`src/rtl/antares_seq_divider.sv`:
```
// Iterative radix-2 restoring divider (signed/unsigned) with a start/stall handshake.
// Optional macro ANTARES_DIV_EARLY_EXIT_EN: finish in one cycle when |dividend| < |divisor|.
module antares_seq_divider #(
    parameter int DATA_WIDTH = 32
) (
    input  logic                  clk,
    input  logic                  rst,
    input  logic                  op_divs,
    input  logic                  op_divu,
    input  logic                  op_abort,
    input  logic [DATA_WIDTH-1:0] dividend,
    input  logic [DATA_WIDTH-1:0] divisor,
    output logic [DATA_WIDTH-1:0] quotient,
    output logic [DATA_WIDTH-1:0] remainder,
    output logic                  div_stall
);

    localparam int CW = $clog2(DATA_WIDTH + 1);

    typedef enum logic {
        IDLE = 1'b0,
        BUSY = 1'b1
    } state_t;

    state_t                state;
    logic [CW-1:0]         counter;
    logic [DATA_WIDTH-1:0] quo;
    logic [DATA_WIDTH-1:0] div_reg;
    // Partial remainder is always below the divisor, so W bits suffice;
    // the 33rd bit of each step only exists transiently in rem_sh.
    logic [DATA_WIDTH-1:0] rem;
    logic                  neg_q;
    logic                  neg_r;

    logic                  start;
    logic                  is_signed;
    logic [DATA_WIDTH-1:0] mag_a;
    logic [DATA_WIDTH-1:0] mag_b;
    logic [DATA_WIDTH:0]   rem_sh;
    logic                  sub_ok;
    logic [DATA_WIDTH-1:0] rem_next;
    logic [DATA_WIDTH-1:0] quo_next;
    logic                  step_en;

`ifdef ANTARES_DIV_EARLY_EXIT_EN
    logic skip;
    logic early;
`endif

    // An abort in the same cycle as a start suppresses the start; signed wins a tie.
    assign start     = (op_divs | op_divu) & ~op_abort;
    assign is_signed = op_divs;
    assign mag_a     = (is_signed && dividend[DATA_WIDTH-1]) ? -dividend : dividend;
    assign mag_b     = (is_signed && divisor[DATA_WIDTH-1])  ? -divisor  : divisor;

    assign rem_sh   = {rem, quo[DATA_WIDTH-1]};
    assign sub_ok   = (rem_sh >= {1'b0, div_reg});
    assign rem_next = sub_ok ? (rem_sh[DATA_WIDTH-1:0] - div_reg) : rem_sh[DATA_WIDTH-1:0];
    assign quo_next = {quo[DATA_WIDTH-2:0], sub_ok};

`ifdef ANTARES_DIV_EARLY_EXIT_EN
    assign early   = (mag_b != '0) && (mag_a < mag_b);
    assign step_en = ~skip;
`else
    assign step_en = 1'b1;
`endif

    // NOTE: sequential state uses non-blocking assignments only, so every
    // register sees the pre-edge values of the others regardless of order.
    always_ff @(posedge clk or negedge rst) begin
        if (!rst) begin
            state   <= IDLE;
            counter <= '0;
            quo     <= '0;
            div_reg <= '0;
            rem     <= '0;
            neg_q   <= 1'b0;
            neg_r   <= 1'b0;
`ifdef ANTARES_DIV_EARLY_EXIT_EN
            skip    <= 1'b0;
`endif
        end else begin
            case (state)
                IDLE: begin
                    if (start) begin
                        quo     <= mag_a;
                        div_reg <= mag_b;
                        rem     <= '0;
                        neg_q   <= is_signed & (dividend[DATA_WIDTH-1] ^ divisor[DATA_WIDTH-1]);
                        neg_r   <= is_signed & dividend[DATA_WIDTH-1];
                        counter <= CW'(DATA_WIDTH);
                        state   <= BUSY;
`ifdef ANTARES_DIV_EARLY_EXIT_EN
                        skip    <= early;
                        if (early) begin
                            quo     <= '0;
                            rem     <= mag_a;
                            counter <= CW'(1);
                        end
`endif
                    end
                end
                BUSY: begin
                    if (op_abort) begin
                        state   <= IDLE;
                        counter <= '0;
                    end else begin
                        if (step_en) begin
                            quo <= quo_next;
                            rem <= rem_next;
                        end
                        counter <= counter - CW'(1);
                        if (counter == CW'(1)) begin
                            state <= IDLE;
                        end
                    end
                end
                default: state <= IDLE;
            endcase
        end
    end

    assign div_stall = (state == BUSY);
    assign quotient  = neg_q ? -quo : quo;
    assign remainder = neg_r ? -rem : rem;

endmodule

```
`config.mk`:
```
export PLATFORM = sky130hd
export DESIGN_NAME = antares_seq_divider
export DESIGN_NICKNAME = d
export VERILOG_FILES = /design/src/rtl/antares_seq_divider.sv
export SDC_FILE = /design/constraint.sdc
export NUM_CORES = 1
export LEC_CHECK = 0
export BUFFER_PORTS_ARGS = -buffer_cell sky130_fd_sc_hd__buf_2
export CAP_MARGIN = 10
export CORE_ASPECT_RATIO = 2
export CORE_MARGIN = 2
export CORE_UTILIZATION = 28
export DETAILED_ROUTE_END_ITERATION = 8
export GPL_TIMING_DRIVEN = 0
export SLEW_MARGIN = 20
export SYNTH_ARGS = -nofsm -noshare
export SYNTH_HDL_FRONTEND = slang
export SYNTH_SLANG_ARGS = --single-unit
```
`constraint.sdc`:
```
create_clock -name clk -period 4.2 [get_ports clk]
set_clock_uncertainty 0.05 [all_clocks]
set_input_delay 1.26 -clock clk [delete_from_list [all_inputs] [get_ports clk]]
set_output_delay 1.26 -clock clk [all_outputs]
set_load 0.01 [all_outputs]
```
==> results.toml <==
[status]
violations = "setup timing"
status = "finished with violations"

[timing]
finalCritPeriodShare_pct = 124
fmax_mhz = 192
slew_violations = 0
rsz0062_at_grt = "true"
layout_min_cycle_time_ns = 5.21
setup_ws_ns = -1.01
hold_viol = 0
worst_pin_slew_ns = 0.964
max_slew_margin_pct = 35.8
finalSetupViolCount = 19

[place]
place.gp.congestion = 0.908
dp.final_hpwl_mm = 24.4
place_area_sq_mm = 0.00989
port_buffers = 132
dp_slack_ns = -0.834

[worst_setup_path]
cp_data_required_time_ns = 2.89
reg2reg_slack_ns = 0.37
cp.arrival_ns = 3.90
crit_fanout = 2
cp_common_cell = "or4_4"
critical_path_class = "reg -> out"
reg2reg_depth = 13
critPathLaunchType = "register"
max_stage_delay_ns = 0.46
r2r_start = "quo[31]"
crit_path_top_delay_cell = "or4_4"
path_cells = "inv_2 > ha_4 > nand2b_4 > or4_4 > or2_4 > or3_4 > or4_4 > or4_4 > or3_4 > o21ai_4 > xnor2_2 > buf_2"
worst_setup_path_end_kind = "output port"
r2r-end = "rem[28]"

[die]
die_w_um = 129
num_io_pins = 134
core-area_sq_mm = 0.0307
row_count = 91
die_y_um = 253
initial_utilization_pct = 28.3
dieArea_sq_mm = 0.0326

[worst_hold_path]
hold_start = "counter[4]"
hp-class = "reg -> reg"
min_to = "counter[4]"
holdPathStages = 2

[clock_network]
cts_made_buffers = 9
cts-root-buf = "clkbuf_16"
cts_tree = "done"
clock_sinks = 105
htreeDepth = 3
clock_latency_ns = 0.37
cts.path.max_buffers = 2
clk_pin_slew_worst_paths_ns = 0.08

[synth]
async_reset_ff_share_pct = 100
synth.cell_area_sq_mm = 0.00871
avgSynthCellArea_sq_um = 7.86
synth_edf_count = 0
ys_seq_elements = 105
ys_types = 54
syn_nets = 1216
ys_warn_count = 0
synth_ff_type = "dfrtp_1"
yosysSeqAreaShare_pct = 30.2
synthCells = 1108

[global_route]
antenna_found_initial = 0
grt_overflow = 0
grt_pass1_wl_mm = 46.4
grt_start_max_net_pins = 70
grt_pass1_vias = 8879
grt_use_total_pct = 18.5

[job]
max_cap_viol_count = 0

[routing]
drcViolationCount = 0
vias_per_cell = 5.18
ant_nets = 0
avgRoutedWirePerCell_um = 18.3
vias = 8528
drtIter0Drc = 412
dr.pass1.iters = 4
totalWireLength_mm = 30.2

[pwr]
ir_drop_mv = 0.185
powerDensity_mw_per_mm2 = 338
leakage_uw = 0.00483

[layout]
final_common_cell = "buf_2"
drive_above_1_share_pct = 18.2
area_growth_pct = 22.0
final_area_sq_mm = 0.0106
antenna_cells = 0
fin_nets = 1378
layout_common_cells = "131 x buf_2, 116 x o21ai_0, 108 x nand2_1"
-- area by class of cell --
cell class	count	area, sq um
timing repair buffer	152	845
inverter	55	206
clock inverter	6	92.6
tap	372	465
buffer	55	216
multi-input combinational	892	5940
sequential	105	2640
clock buffer	10	229
fill	3196	20100
-- cell usage after synthesis, types with 3 or more instances --
cell	n	area share (%)
a211oi_1	4	0.34
o31ai_1	25	2.2
dfrtp_1	105	30
o21a_1	5	0.43
or4_1	11	0.95
a32oi_1	9	0.90
a31oi_1	15	1.1
a21oi_1	107	6.1
nor2_1	97	4.2
xnor2_1	108	11
or3_1	15	1.1
o41ai_1	13	1.3
ha_1	38	5.5
a21o_1	10	0.86
xor2_1	37	3.7
o21bai_1	5	0.43
mux2_2	3	0.39
o21ai_0	121	7.0
nand2_1	108	4.7
nor4_1	9	0.65
o211ai_1	5	0.43
nand3b_1	4	0.34
nand3_1	17	0.98
nand4_1	6	0.43
and3_1	8	0.57
nor3_1	26	1.5
or2_2	4	0.29
inv_1	55	2.4
clkbuf_1	46	2.0
or3_4	3	0.39
nand2b_1	13	0.93
buf_1	8	0.34
and2_1	9	0.65
or4_4	3	0.39
nor2b_1	8	0.57
mux2i_1	23	2.6
-- worst max-delay path by stage --
stage,from,endpoint,slack [ns],depth (start not counted)
after global routing,quo[1],quotient[28],-1.06,12
final,quo[1],quotient[28],-1.01,12
after floorplan,quo[0],quotient[28],-0.24,11
after global placement,quo[0],quotient[30],-0.81,12
after detailed placement,quo[0],quotient[28],-0.83,12
after CTS,quo[1],quotient[30],-1.04,12
-- where the power goes --
part | total (uW) | switching (uW) | leakage (uW) | internal (uW)
Combinational | 1350 | 788 | 0.00337 | 562
Clock | 955 | 429 | 0.000149 | 526
Sequential | 1290 | 147 | 0.00131 | 1140
-- worst max-delay path: cells and delay by family (launching register included) --
| kind | cells | cell delay (ns) |
|---|---|---|
| xor gates and xnor gates | 1 | 0.13 |
| adders and majority gates | 1 | 0.14 |
| AOI/OAI and AO/OA | 1 | 0.18 |
| buffers and inverters | 2 | 0.25 |
| and+or+nand+nor | 7 | 2.39 |
| DFF | 1 | 0.43 |
-- metal layers --
layer,track usage [%],vias to the layer above,part of all wire [%]
li1,-,4234,-
met1,17.0,4021,34
met2,36.8,207,57
met3,2.61,66,3.6
met4,11.4,0,5.3
met5,0,-,0
-- kinds of logic (layout without fill, tap and decap cells) --
logic type	count (synthesis)	in the layout	synth area share [%]
compound gates	337	337	22.8
fa+ha+maj	39	39	5.69
simple gates	345	345	18.9
buf+inv	111	278	4.87
flops	105	105	30.2
mux	26	26	3.03
xor+xnor	145	145	14.6
-- stage by stage --
step | setup TNS, ns | hold slack (ns) | cells | total power [uW] | utilization, %
5_1_grt | -8.94 | 0.497 | 1647 | 3810 | 34.6
3_3_place_gp | -14.47 | 0.441 | 1612 | 2560 | 32.1
3_5_place_dp | -8.26 | 0.447 | 1613 | 2590 | 32.2
6_report | -7.09 | 0.461 | 1647 | 3590 | 34.6
2_1_floorplan | -0.482 | 0.411 | 1108 | 2110 | -
4_1_cts | -6.28 | 0.463 | 1639 | 3590 | 34.2
-- repair_timing --
action,CTS,global route
setup endpoints to repair,31,45
hold endpoints to repair,0,0
gates resized for setup,44,19
setup buffers,11,8
pin swaps,12,8
hold buffers,0,0
Power figures use the tool's default switching activity.
